**src/rtl/axi_slave_read_channel.sv**
```systemverilog
// Purpose: AXI4 read-channel slave fronting a 1-cycle-latency word memory through a 3-entry beat FIFO.
// Latency: AR handshake at edge E0 -> mem_ren in the next cycle -> RVALID two cycles after E0.
// Backpressure: RREADY=0 holds the FIFO head; memory reads stop once FIFO occupancy + in-flight reaches 3.
//
// Ports:
//   clk, rst_n                    clock (rising edge), asynchronous active-low reset
//   ARVALID/ARREADY/ARADDR/ARLEN/ARSIZE/ARBURST   AXI read address channel (INCR, 4-byte beats only)
//   RVALID/RREADY/RDATA/RLAST/RRESP               AXI read data channel
//   mem_ren, mem_raddr, mem_rdata  local memory read port (data returns the cycle after mem_ren)
//   busy                           high while a burst is in progress

// Small generic FIFO: registered head, async-reset pointers and count.
// Latency: a push is visible at the head the cycle after it is written.
// Backpressure: a push into a full FIFO is dropped unless a pop happens in the same cycle.
module sync_fifo #(
  parameter int WIDTH = 8,
  parameter int DEPTH = 3
) (
  input  logic                         clk,
  input  logic                         rst_n,
  input  logic                         push,
  input  logic [WIDTH-1:0]             push_dat,
  input  logic                         pop,
  output logic [WIDTH-1:0]             head_dat,
  output logic [$clog2(DEPTH+1)-1:0]   count
);
  localparam int CW = $clog2(DEPTH + 1);
  localparam int PW = (DEPTH > 1) ? $clog2(DEPTH) : 1;

  logic [WIDTH-1:0] store [DEPTH];
  logic [PW-1:0]    wr_ptr;
  logic [PW-1:0]    rd_ptr;
  logic             push_ok;
  logic             pop_ok;

  function automatic logic [PW-1:0] ptr_inc(input logic [PW-1:0] p);
    return (p == PW'(DEPTH - 1)) ? '0 : p + PW'(1);
  endfunction

  assign pop_ok   = pop && (count != '0);
  assign push_ok  = push && ((count != CW'(DEPTH)) || pop_ok);
  assign head_dat = store[rd_ptr];

  always_ff @(posedge clk) begin
    if (push_ok) begin
      store[wr_ptr] <= push_dat;
    end
  end

  always_ff @(posedge clk or negedge rst_n) begin
    if (!rst_n) begin
      wr_ptr <= '0;
      rd_ptr <= '0;
      count  <= '0;
    end else begin
      if (push_ok) wr_ptr <= ptr_inc(wr_ptr);
      if (pop_ok)  rd_ptr <= ptr_inc(rd_ptr);
      case ({push_ok, pop_ok})
        2'b10:   count <= count + CW'(1);
        2'b01:   count <= count - CW'(1);
        default: count <= count;
      endcase
    end
  end
endmodule

module axi_slave_read_channel #(
  parameter int ADDR_WIDTH         = 32,
  parameter int READ_CHANNEL_WIDTH = 32,
  parameter int READ_BURST_LEN     = 8,
  parameter int MEM_ADDR_WIDTH     = 10
) (
  input  logic                          clk,
  input  logic                          rst_n,
  input  logic                          ARVALID,
  output logic                          ARREADY,
  input  logic [ADDR_WIDTH-1:0]         ARADDR,
  input  logic [READ_BURST_LEN-1:0]     ARLEN,
  input  logic [2:0]                    ARSIZE,
  input  logic [1:0]                    ARBURST,
  output logic                          RVALID,
  input  logic                          RREADY,
  output logic [READ_CHANNEL_WIDTH-1:0] RDATA,
  output logic                          RLAST,
  output logic [1:0]                    RRESP,
  output logic                          mem_ren,
  output logic [MEM_ADDR_WIDTH-1:0]     mem_raddr,
  input  logic [READ_CHANNEL_WIDTH-1:0] mem_rdata,
  output logic                          busy
);
  localparam int FIFO_DEPTH = 3;
  localparam int CNT_W      = READ_BURST_LEN + 1;  // holds ARLEN+1 = 2^READ_BURST_LEN
  localparam int OCC_W      = $clog2(FIFO_DEPTH + 1);

  typedef struct packed {
    logic [READ_CHANNEL_WIDTH-1:0] data;
    logic [1:0]                    resp;
    logic                          last;
  } beat_t;

  typedef enum logic {IDLE = 1'b0, BURST = 1'b1} state_t;

  state_t                      state;
  logic                        arready_q;
  logic [MEM_ADDR_WIDTH-1:0]   addr_q;
  logic [CNT_W-1:0]            issue_left;
  logic                        err_q;
  logic                        inflight_q;
  logic                        inflight_last_q;
  logic [OCC_W-1:0]            fifo_cnt;
  logic [OCC_W:0]              occ_sum;
  logic                        issue;
  logic                        fifo_vld;
  logic                        rd_pop;
  beat_t                       push_beat;
  beat_t                       head_beat;

  // Only the word-address bits reach memory; the byte offset and high bits are ignored.
  wire unused_araddr_bits = ^{ARADDR[ADDR_WIDTH-1:MEM_ADDR_WIDTH+2], ARADDR[1:0]};

  // Slot reservation from registered counts only, so RREADY never reaches mem_ren
  // combinationally. An error burst still "issues" to keep beat pacing identical.
  assign occ_sum = {1'b0, fifo_cnt} + {{OCC_W{1'b0}}, inflight_q};
  assign issue   = (state == BURST) && (issue_left != '0) &&
                   (occ_sum < (OCC_W + 1)'(FIFO_DEPTH));

  assign mem_ren   = issue && !err_q;
  assign mem_raddr = addr_q;
  assign busy      = (state == BURST);
  assign ARREADY   = arready_q;

  always_comb begin
    push_beat      = '0;
    push_beat.data = err_q ? '0 : mem_rdata;
    push_beat.resp = err_q ? 2'b10 : 2'b00;
    push_beat.last = inflight_last_q;
  end

  sync_fifo #(
    .WIDTH ($bits(beat_t)),
    .DEPTH (FIFO_DEPTH)
  ) u_beat_fifo (
    .clk      (clk),
    .rst_n    (rst_n),
    .push     (inflight_q),
    .push_dat (push_beat),
    .pop      (rd_pop),
    .head_dat (head_beat),
    .count    (fifo_cnt)
  );

  assign fifo_vld = (fifo_cnt != '0);
  assign rd_pop   = fifo_vld && RREADY;
  assign RVALID   = fifo_vld;
  // Payload forced to zero while empty so the stale head never shows on the bus.
  assign RDATA    = fifo_vld ? head_beat.data : '0;
  assign RRESP    = fifo_vld ? head_beat.resp : 2'b00;
  assign RLAST    = fifo_vld && head_beat.last;

  always_ff @(posedge clk or negedge rst_n) begin
    if (!rst_n) begin
      state           <= IDLE;
      arready_q       <= 1'b0;
      addr_q          <= '0;
      issue_left      <= '0;
      err_q           <= 1'b0;
      inflight_q      <= 1'b0;
      inflight_last_q <= 1'b0;
    end else begin
      // Memory data returns one cycle after the read; tag the final read as the last beat.
      inflight_q      <= issue;
      inflight_last_q <= issue && (issue_left == CNT_W'(1));
      case (state)
        IDLE: begin
          arready_q <= 1'b1;
          if (ARVALID && arready_q) begin
            state      <= BURST;
            arready_q  <= 1'b0;
            addr_q     <= ARADDR[MEM_ADDR_WIDTH+1:2];
            issue_left <= {1'b0, ARLEN} + CNT_W'(1);
            err_q      <= (ARSIZE != 3'b010) || (ARBURST != 2'b01);
          end
        end
        BURST: begin
          if (issue) begin
            issue_left <= issue_left - CNT_W'(1);
            if (!err_q) addr_q <= addr_q + MEM_ADDR_WIDTH'(1);
          end
          if (rd_pop && head_beat.last) begin
            state     <= IDLE;
            arready_q <= 1'b1;
          end
        end
        default: state <= IDLE;
      endcase
    end
  end
endmodule
```
**config.mk**
```make
export PLATFORM = sky130hd
export DESIGN_NAME = axi_slave_read_channel
export DESIGN_NICKNAME = d
export VERILOG_FILES = /design/src/rtl/axi_slave_read_channel.sv
export SDC_FILE = /design/constraint.sdc
export NUM_CORES = 1
export LEC_CHECK = 0
export ABC_AREA = 1
export BUFFER_PORTS_ARGS = -buffer_cell sky130_fd_sc_hd__buf_2
export CORE_MARGIN = 2
export CORE_UTILIZATION = 39
export CTS_CLUSTER_DIAMETER = 50
export DETAILED_ROUTE_END_ITERATION = 7
export GPL_TIMING_DRIVEN = 1
export PLACE_DENSITY = 0.6
export SKIP_CTS_REPAIR_TIMING = 1
export SYNTH_ARGS = -nofsm -noshare
export SYNTH_HDL_FRONTEND = slang
export SYNTH_HIERARCHICAL = 1
export SYNTH_SLANG_ARGS = --single-unit
```
**constraint.sdc**
```tcl
create_clock -name clk -period 4 [get_ports clk]
set_input_delay 0.8 -clock clk [delete_from_list [all_inputs] [get_ports clk]]
set_output_delay 0.8 -clock clk [all_outputs]
set_load 0.005 [all_outputs]
```
== Word level (Yosys, flattened, before mapping) ==
Memories as Yosys holds them, arrays and structs flattened.
Index checks and enable logic that the tools add are counted.
Storage, ports and cells
  register bits: 30
  bits in writable memories: 105
  bits of input ports: 81
  output and inout port bits: 49
  logic and storage cells: 74
  memories: 1
Cells by class
  add/sub/neg operators: 8
  $lt $le $gt $ge: 1
  eq/ne operators: 12
  multiplexer cells: 22
  bitwise logic cells: 1
  reductions and logical operators: 19
Memories
  u_beat_fifo.store: depth 3, width 35, rd ports 1, clocked after Yosys merged registers in 0, write ports 1, line 30  | logic [WIDTH-1:0] store [DEPTH];
Operators with widths (number)
  32-bit 2-to-1 mux: 2
  10-bit 2-to-1 mux: 3
  10-bit case mux with 2 select lines: 1
  9-bit 2-to-1 mux: 2
  9-bit case mux with 2 select lines: 1
  10-bit by 1-bit adder with 10-bit output (second input constant): 1
  1-bit logical AND: 10
  8-bit by 1-bit adder with 9-bit output (second input constant): 1
  9-bit by 1-bit == test with 1-bit output (second input constant): 1
  9-bit nonzero test: 1
  9-bit by 1-bit subtractor with 9-bit output (second input constant): 1
  2-bit 2-to-1 mux: 4
  2-bit by 1-bit adder with 2-bit output (second input constant): 3
  2-bit == test (second input constant): 3
  1-bit 2-to-1 mux: 6
  2-bit by 1-bit inequality test with 1-bit output (second input constant): 3
  2-bit inequality test (second input constant): 3
  1-bit case mux with 2 select lines: 2
  2-bit case mux with 2 select lines: 1
  2-bit AND reduction: 2
  2-bit nonzero test: 2
  2-bit by 1-bit adder with 3-bit output: 1
  3-bit by 2-bit < comparator with 1-bit output (second input constant): 1
  3-bit by 2-bit inequality test with 1-bit output (second input constant): 1
  6 further kinds: 7

== Logic depth before layout (Yosys ltp) ==
Gate-level depths: netlist of run 1.
  depth in word-level cells: 7
  depth in mapped cells: 11
  gate-level depth less buffers: 11

== By module ==
Netlist of run 1, hierarchy kept.
Modules (own cells, without submodules)
  sync_fifo: instances 1, cells each 300, area an instance 4125.2 um^2, seq. area each 3303.2 um^2
  axi_slave_read_channel: instances 1, cells each 394, area an instance 2257.2 um^2, seq. area each 600.6 um^2

== Worst setup path before layout of run 1 ==
No wires, ideal clock.
  path kind: input to register
  start: input RREADY
  end: memory u_beat_fifo/store[2][0] (netlist bit), enable pin
  setup time: 0.427 ns
  arrival time: 2.695 ns
  required time: 3.573 ns
  setup slack: 0.877 ns
  cell stages on the path: 6
  buffers on the path: 0
  cells stage by stage: inv_1 -> nor2_1 -> inv_1 -> nand3_1 -> nand2_1 -> nor2_1
On the way
  longest elaborated chain between the ends: 6
Ends and longest elaborated chain
  start: declaration: line 82  | input logic RREADY,
  1-bit logical AND: line 153  | assign rd_pop = fifo_vld && RREADY;
  named net rd_pop: line 114  | logic rd_pop;
  1-bit logical AND: line 40  | assign pop_ok = pop && (count != '0);
  1-bit logical OR: line 41  | assign push_ok = push && ((count != CW'(DEPTH)) || pop_ok);
  1-bit logical AND: line 41
  1-bit 2-to-1 mux: line 45  | if (push_ok) begin
  1-bit 2-to-1 mux (implied by the code): line 46  | store[wr_ptr] <= push_dat;
  end: declaration: line 30
The timed path passes the listed nets, and every way through them passes these cells.

==> results.txt, run 1 <==
RePlAce Congestion - 0.755
Post-synth EDFFs - 105
Outcome - finished clean
Final Slew Violations - 0
Critical path peak fanout - 24
Final hold vios - 0
P_leak - 0.00364 uW
Clk_lat worst skew - 0.41 ns
Die span in x - 132 um
Mapped Cells - 694
Max-cap viol count - 0
Final instance area - 7750 um2
# port buffers - 107
Min Tclk post-route - 3.08 ns
Pwr/cell area - 772 nW/um2
Initial antenna violation count - 0
Num ports - 130
Die Y - 132 um
Remaining DRCs - 0
Top cell type's share of synthesized area - 49.4%
Max VDD drop - 389 uV
Final core occ - 48.6%
Critical path class - reg -> out
Routed WL - 13200 um
Row count - 46
DRT antenna net count - 0
Critical Path Start Type - flop
Pre-Repair DR Iteration Count - 4
N_diodes - 0
Via Count - 4704
Vias in the first global route - 4447
Avg Vias per Cell - 4.54
Avg Inst Size Synth - 9.20 um2
GRT overflow - 0
Post-synthesis sequential area ratio - 61.2%
CTS Root Cell - clkbuf_16
Synthesized cell area - 6380 um2
Hold crit path type - in -> async
CTS HTree Levels - 4
Synthesis-to-layout area growth - 21.4%
Worst-path clk slew - 0.06 ns
Non-filler cells, final - 1037
Fmax - 325 MHz
Synth top area cells - edfxtp_1 49%, nand2_1 13%, dfrtp_1 12%
Die area - 17400 um2
First-pass GRT wire length - 21900 um
Most frequent cell after synthesis - nand2_1
Worst setup EP type - output port
Pwr Total - 5980 uW
Worst slew margin - 52.3%
Dpl cells - 1005
Initial Util - 40.0%
Fraction of registers with async set/reset - 22.2%
RSZ-0062 raised after global routing - no
CTS tree - built
Syn. warnings - 6
Final Cycle Share - 77.0%
DR iter-0 viols - 285
Final net count - 897
Setup_tns - 0 ns
Clock Tree Buf Depth - 2
Core area - 15900 um2
GRT Overall Usage - 16.0%
Placed inst area - 7170 um2
Most frequent cells after synthesis - 220 x nand2_1, 105 x edfxtp_1, 101 x inv_1
WP data required - 3.20 ns
Clk_skew - 0.00807 ns
Unique masters post-synth - 34
Cell taking the most area after synthesis - edfxtp_1
Synth Flop Type - edfxtp_1
Post-detail-place hpwl - 8460 um
Final setup viols - 0
Cts bufs inserted - 17
Drt wl/cell - 12.7 um
Flops & latches, synth - 135
Pin count of the biggest net entering global routing - 39
Layout cell share with drive strength beyond 1 - 19.0%
Clock Sinks - 135
Worst slew pin tran - 0.715 ns
Critical path arrival - 2.28 ns
## layout by cell type (no fill, tap or decap), types with 2 or more instances in the layout
cell type and instances:
nand3_1 71, nor2_2 2, conb_1 3, ha_1 8, nor2_4 4, nand4_1 6
buf_2 107, nand2_1 220, clkbuf_1 4, xor2_1 2, o21bai_1 3, nor2_1 84
buf_12 3, clkinv_2 2, clkbuf_16 17, buf_4 6, dfrtp_1 30, o21ai_0 14
a21oi_1 2, inv_1 101, clkinv_1 4, nand3_2 2, inv_2 2, o21ai_1 2
edfxtp_1 105, bufinv_16 3
## path summary, 6_finish.rpt
kind	startpoint	to	slack, ns	cells past startpoint
min in group clk	inflight_last_q$_DFF_PN0_	u_beat_fifo/store[0][0]$_DFFE_PP_	0.47	0
worst max register to register	u_beat_fifo/count[0]$_DFFE_PN0P_	u_beat_fifo/store[2][13]$_DFFE_PP_	1.51	8
worst min register to register	inflight_last_q$_DFF_PN0_	u_beat_fifo/store[0][0]$_DFFE_PP_	0.47	0
worst max-delay path	u_beat_fifo/rd_ptr[1]$_DFFE_PN0P_	RDATA[31]	0.92	7
worst min-delay path	rst_n	mem_raddr[2]$_DFFE_PN0P_	0.44	1
max in group asynchronous	rst_n	u_beat_fifo/wr_ptr[0]$_DFFE_PN0P_	3.10	1
## cell families (layout without fill, tap and decap cells)
logic type	count (synthesis)	in the layout	synth area share, %
mux	2	2	0.333
xor+xnor	3	3	0.412
fa+ha+maj	8	8	1.57
flops	135	135	61.2
buf+inv	126	251	8.19
other cells	1	3	0.0588
compound gates	26	26	2.73
simple gates	393	393	25.5
## sequential cells by signal (all words and copies together), names as in the netlist, 2 cells and up
name	count
u_beat_fifo/rd_ptr	2
u_beat_fifo/store	105
u_beat_fifo/count	2
issue_left	9
u_beat_fifo/wr_ptr	2
mem_raddr	10
## through the flow
stage               hold slack [ns]  setup slack, ns
finish                        0.444            0.920
global route                  0.485            0.716
CTS                           0.448            0.842
detailed placement            0.458             1.30
global placement              0.452             1.25
floorplan                     0.438            0.877
## power breakdown
part	internal [uW]	switching, uW
sequential	1960	220
combinational	847	1450
clock	969	535
## layout make-up
type | instances | area (um2)
clock buffer | 21 | 440
clock inverter | 11 | 131
fill | 1519 | 8200
inverter | 103 | 387
multi-input combinational | 435 | 1970
sequential | 135 | 3900
tap | 216 | 270
timing repair buffer | 116 | 641
## metal layers
layer	up-vias	GRT usage (%)	share of wire [%]
met2	107	26.3	47
met4	0	5.92	1.2
met1	2146	20.3	46
met5	-	0	0
li1	2441	-	-
met3	10	4.58	5.0
## critical path, cell delays in order (launching register included)
cell and delay, ns:
dfrtp_1 0.61, nor2_4 0.41, buf_4 0.37, nand2_1 0.08
nand3_1 0.09, inv_1 0.04, nor2_1 0.12, buf_2 0.14
Power figures use the tool's default switching activity.
==> inputs of run 2 (changes only) <==
Clock period 4 ns to 2.9 ns, I/O delays scaled along.
==> run 2 against run 1 <==
Utilization increased by 0.35 points. Flip-flop and latch count unchanged. Cell count grew 0.29%. Die area is the same. First-iteration DRC count is 24% lower. Global-route usage about the same. Total power rose by 40%. Critical endpoint unchanged. Highest routed layer is now met5.
==> results.txt, run 2 (same netlist as run 1, synthesis figures left out) <==
Row count - 46 (unchanged)
Worst Path Buf+Inv - 3 (unchanged)
# port buffers - 107 (unchanged)
First-pass GRT wire length - 22000 um (was 21900 um)
R2R cell count - 9 (was 8)
Max VDD drop - 520 uV (was 389 uV)
DR iter-0 viols - 217 (was 285)
CTS HTree Levels - 4 (unchanged)
Worst setup EP type - output port (unchanged)
Via Count - 4718 (was 4704)
Initial antenna violation count - 1 (was 0)
Worst-path clk slew - 0.06 ns (about the same)
Final core occ - 48.9% (was 48.6%)
CP delay by family, top - simple AND/OR/NAND/NOR gates (unchanged)
Synthesis-to-layout area growth - 22.2% (was 21.4%)
Clock Tree Buf Depth - 2 (unchanged)
DRT antenna net count - 0 (unchanged)
Clock Sinks - 135 (unchanged)
R2R Path Start - u_beat_fifo/count[0]$_DFFE_PN0P_ (unchanged)
Pre-Repair DR Iteration Count - 4 (unchanged)
Most common cell after layout, fill and taps aside - nand2_1 (unchanged)
Final hold vios - 0 (unchanged)
Final net count - 900 (was 897)
Hold crit path type - in -> async (unchanged)
P_leak - 0.00368 uW (was 0.00364 uW)
Fmax - 378 MHz
Min Tclk post-route - 2.65 ns
WL met1 - 6070 um (was 6140 um)
Die Y - 132 um (unchanged)
CTS Root Cell - clkbuf_16 (unchanged)
Routed WL - 13200 um (about the same)
Top Layer Used - met5 (was met4)
Final setup viols - 0 (unchanged)
RSZ-0062 raised after global routing - no (unchanged)
Fillers - 1515 (was 1519)
Pre-CTS setup slack - 0.668 ns (was 1.30 ns)
Pwr/cell area - 1070 nW/um2 (was 772 nW/um2)
Final Cycle Share - 91.3%
Critical Path Start Type - flop (unchanged)
Pin count of the biggest net entering global routing - 38 (was 39)
Remaining DRCs - 0 (unchanged)
Critical path peak fanout - 26 (was 24)
Cts bufs inserted - 17 (unchanged)
Die area - 17400 um2 (unchanged)
Final Slew Violations - 0 (unchanged)
CP max stage delay - 0.54 ns (was 0.61 ns)
Vias in the first global route - 4530 (was 4447)
Clk_skew - 0.00699 ns (was 0.00807 ns)
Core area - 15900 um2 (unchanged)
Dpl cells - 1008 (was 1005)
Num ports - 130 (unchanged)
Drt wl/cell - 12.7 um (about the same)
Critical path class - reg -> out (unchanged)
Post-route setup slack - 0.252 ns (was 0.920 ns)
Met2 WL - 6280 um (was 6260 um)
Layout cell share with drive strength beyond 1 - 20.3% (was 19.0%)
Worst-path cell chain - nor2_4 > buf_12 > nand2_1 > nand3_1 > inv_1 > nor2_1 > buf_2 (was nor2_4 > buf_4 > nand2_1 > nand3_1 > inv_1 > nor2_1 > buf_2)
Outcome - finished clean (unchanged)
RePlAce Congestion - 0.766 (was 0.755)
GRT overflow - 0 (unchanged)
Metal3 WL - 579 um (was 661 um)
Non-filler cells, final - 1040 (was 1037)
Worst reg2reg setup slack - 0.91 ns (was 1.51 ns)
Clk_lat worst skew - 0.41 ns (about the same)
Setup_tns - 0 ns (unchanged)
Post-detail-place hpwl - 8240 um (was 8460 um)
Critical path arrival - 2.07 ns (was 2.28 ns)
N_diodes - 0 (unchanged)
Avg Vias per Cell - 4.54 (about the same)
Worst slew pin tran - 0.700 ns (was 0.715 ns)
Most frequent cells in the layout - 220 x nand2_1, 107 x buf_2, 105 x edfxtp_1, 101 x inv_1, 84 x nor2_1 (unchanged)
WP data required - 2.32 ns (was 3.20 ns)
Initial Util - 40.0% (unchanged)
Most flops, register - u_beat_fifo/store (unchanged)
Number of flip-flops in the largest register - 105 (unchanged)
GRT Overall Usage - 16.0% (about the same)
Max-cap viol count - 0 (unchanged)
Die span in x - 132 um (unchanged)
Slowest CP cell - dfrtp_1 (unchanged)
CTS tree - built (unchanged)
Worst slew margin - 53.4% (was 52.3%)
Worst flop-to-flop path endpoint - mem_raddr[1]$_DFFE_PN0P_ (was u_beat_fifo/store[2][13]$_DFFE_PP_)
==> run 2: layout make-up <==
| class | count | area (um2) | area share, % |
|---|---|---|---|
| Multi-Input combinational cell | 435 | 1980 | 25.4 |
| Tap cell | 216 | 270 | 3.46 |
| Sequential cell | 135 | 3900 | 50.0 |
| Inverter | 103 | 387 | 4.96 |
| Timing Repair Buffer | 119 | 651 | 8.34 |
| Clock inverter | 14 | 173 | 2.21 |
| Clock buffer | 18 | 439 | 5.63 |
==> run 2: worst max-delay path by stage <==
stage                                      startpoint                                 to  slack (ns)  cells after the start
floorplan                                      RREADY  u_beat_fifo/store[2][0]$_DFFE_PP_        0.57                      6
global placement    u_beat_fifo/rd_ptr[1]$_DFFE_PN0P_                          RDATA[31]        0.67                      7
detailed placement  u_beat_fifo/rd_ptr[1]$_DFFE_PN0P_                              RLAST        0.67                      7
CTS                 u_beat_fifo/rd_ptr[1]$_DFFE_PN0P_                              RLAST        0.22                      7
global route        u_beat_fifo/rd_ptr[1]$_DFFE_PN0P_                          RDATA[31]        0.11                      7
finish              u_beat_fifo/rd_ptr[1]$_DFFE_PN0P_                          RDATA[31]        0.25                      7
==> run 2: through the flow <==
step / hold slack [ns] / power (uW) / cell area [um2]
2_1_floorplan: 0.284 / 5190 / 6390
5_1_grt: 0.270 / 9070 / 7800
6_report: 0.215 / 8370 / 7800
3_3_place_gp: 0.475 / 6260 / 7190
4_1_cts: 0.234 / 8510 / 7800
3_5_place_dp: 0.475 / 6290 / 7190
==> run 2: worst register-to-register path: cells and delay by family (launching register included) <==
| family | cells | cell delay [ns] |
|---|---|---|
| AOI/OAI and AO/OA | 2 | 0.29 |
| DFF | 1 | 0.47 |
| and+or+nand+nor | 5 | 0.63 |
| adders and majority gates | 2 | 0.49 |
==> run 2: power by group <==
| group | switching, uW | internal, uW | leakage [uW] |
|---|---|---|---|
| Combinational | 2010 | 1180 | 0.00203 |
| Sequential | 296 | 2700 | 0.00135 |
| Clock | 803 | 1380 | 0.000297 |
==> run 2: per-layer routing <==
layer / GRT usage, % / up-vias
li1: - / 2442
met3: 3.61 / 17
met1: 20.3 / 2149
met5: 0 / -
met4: 6.10 / 2
met2: 26.7 / 108
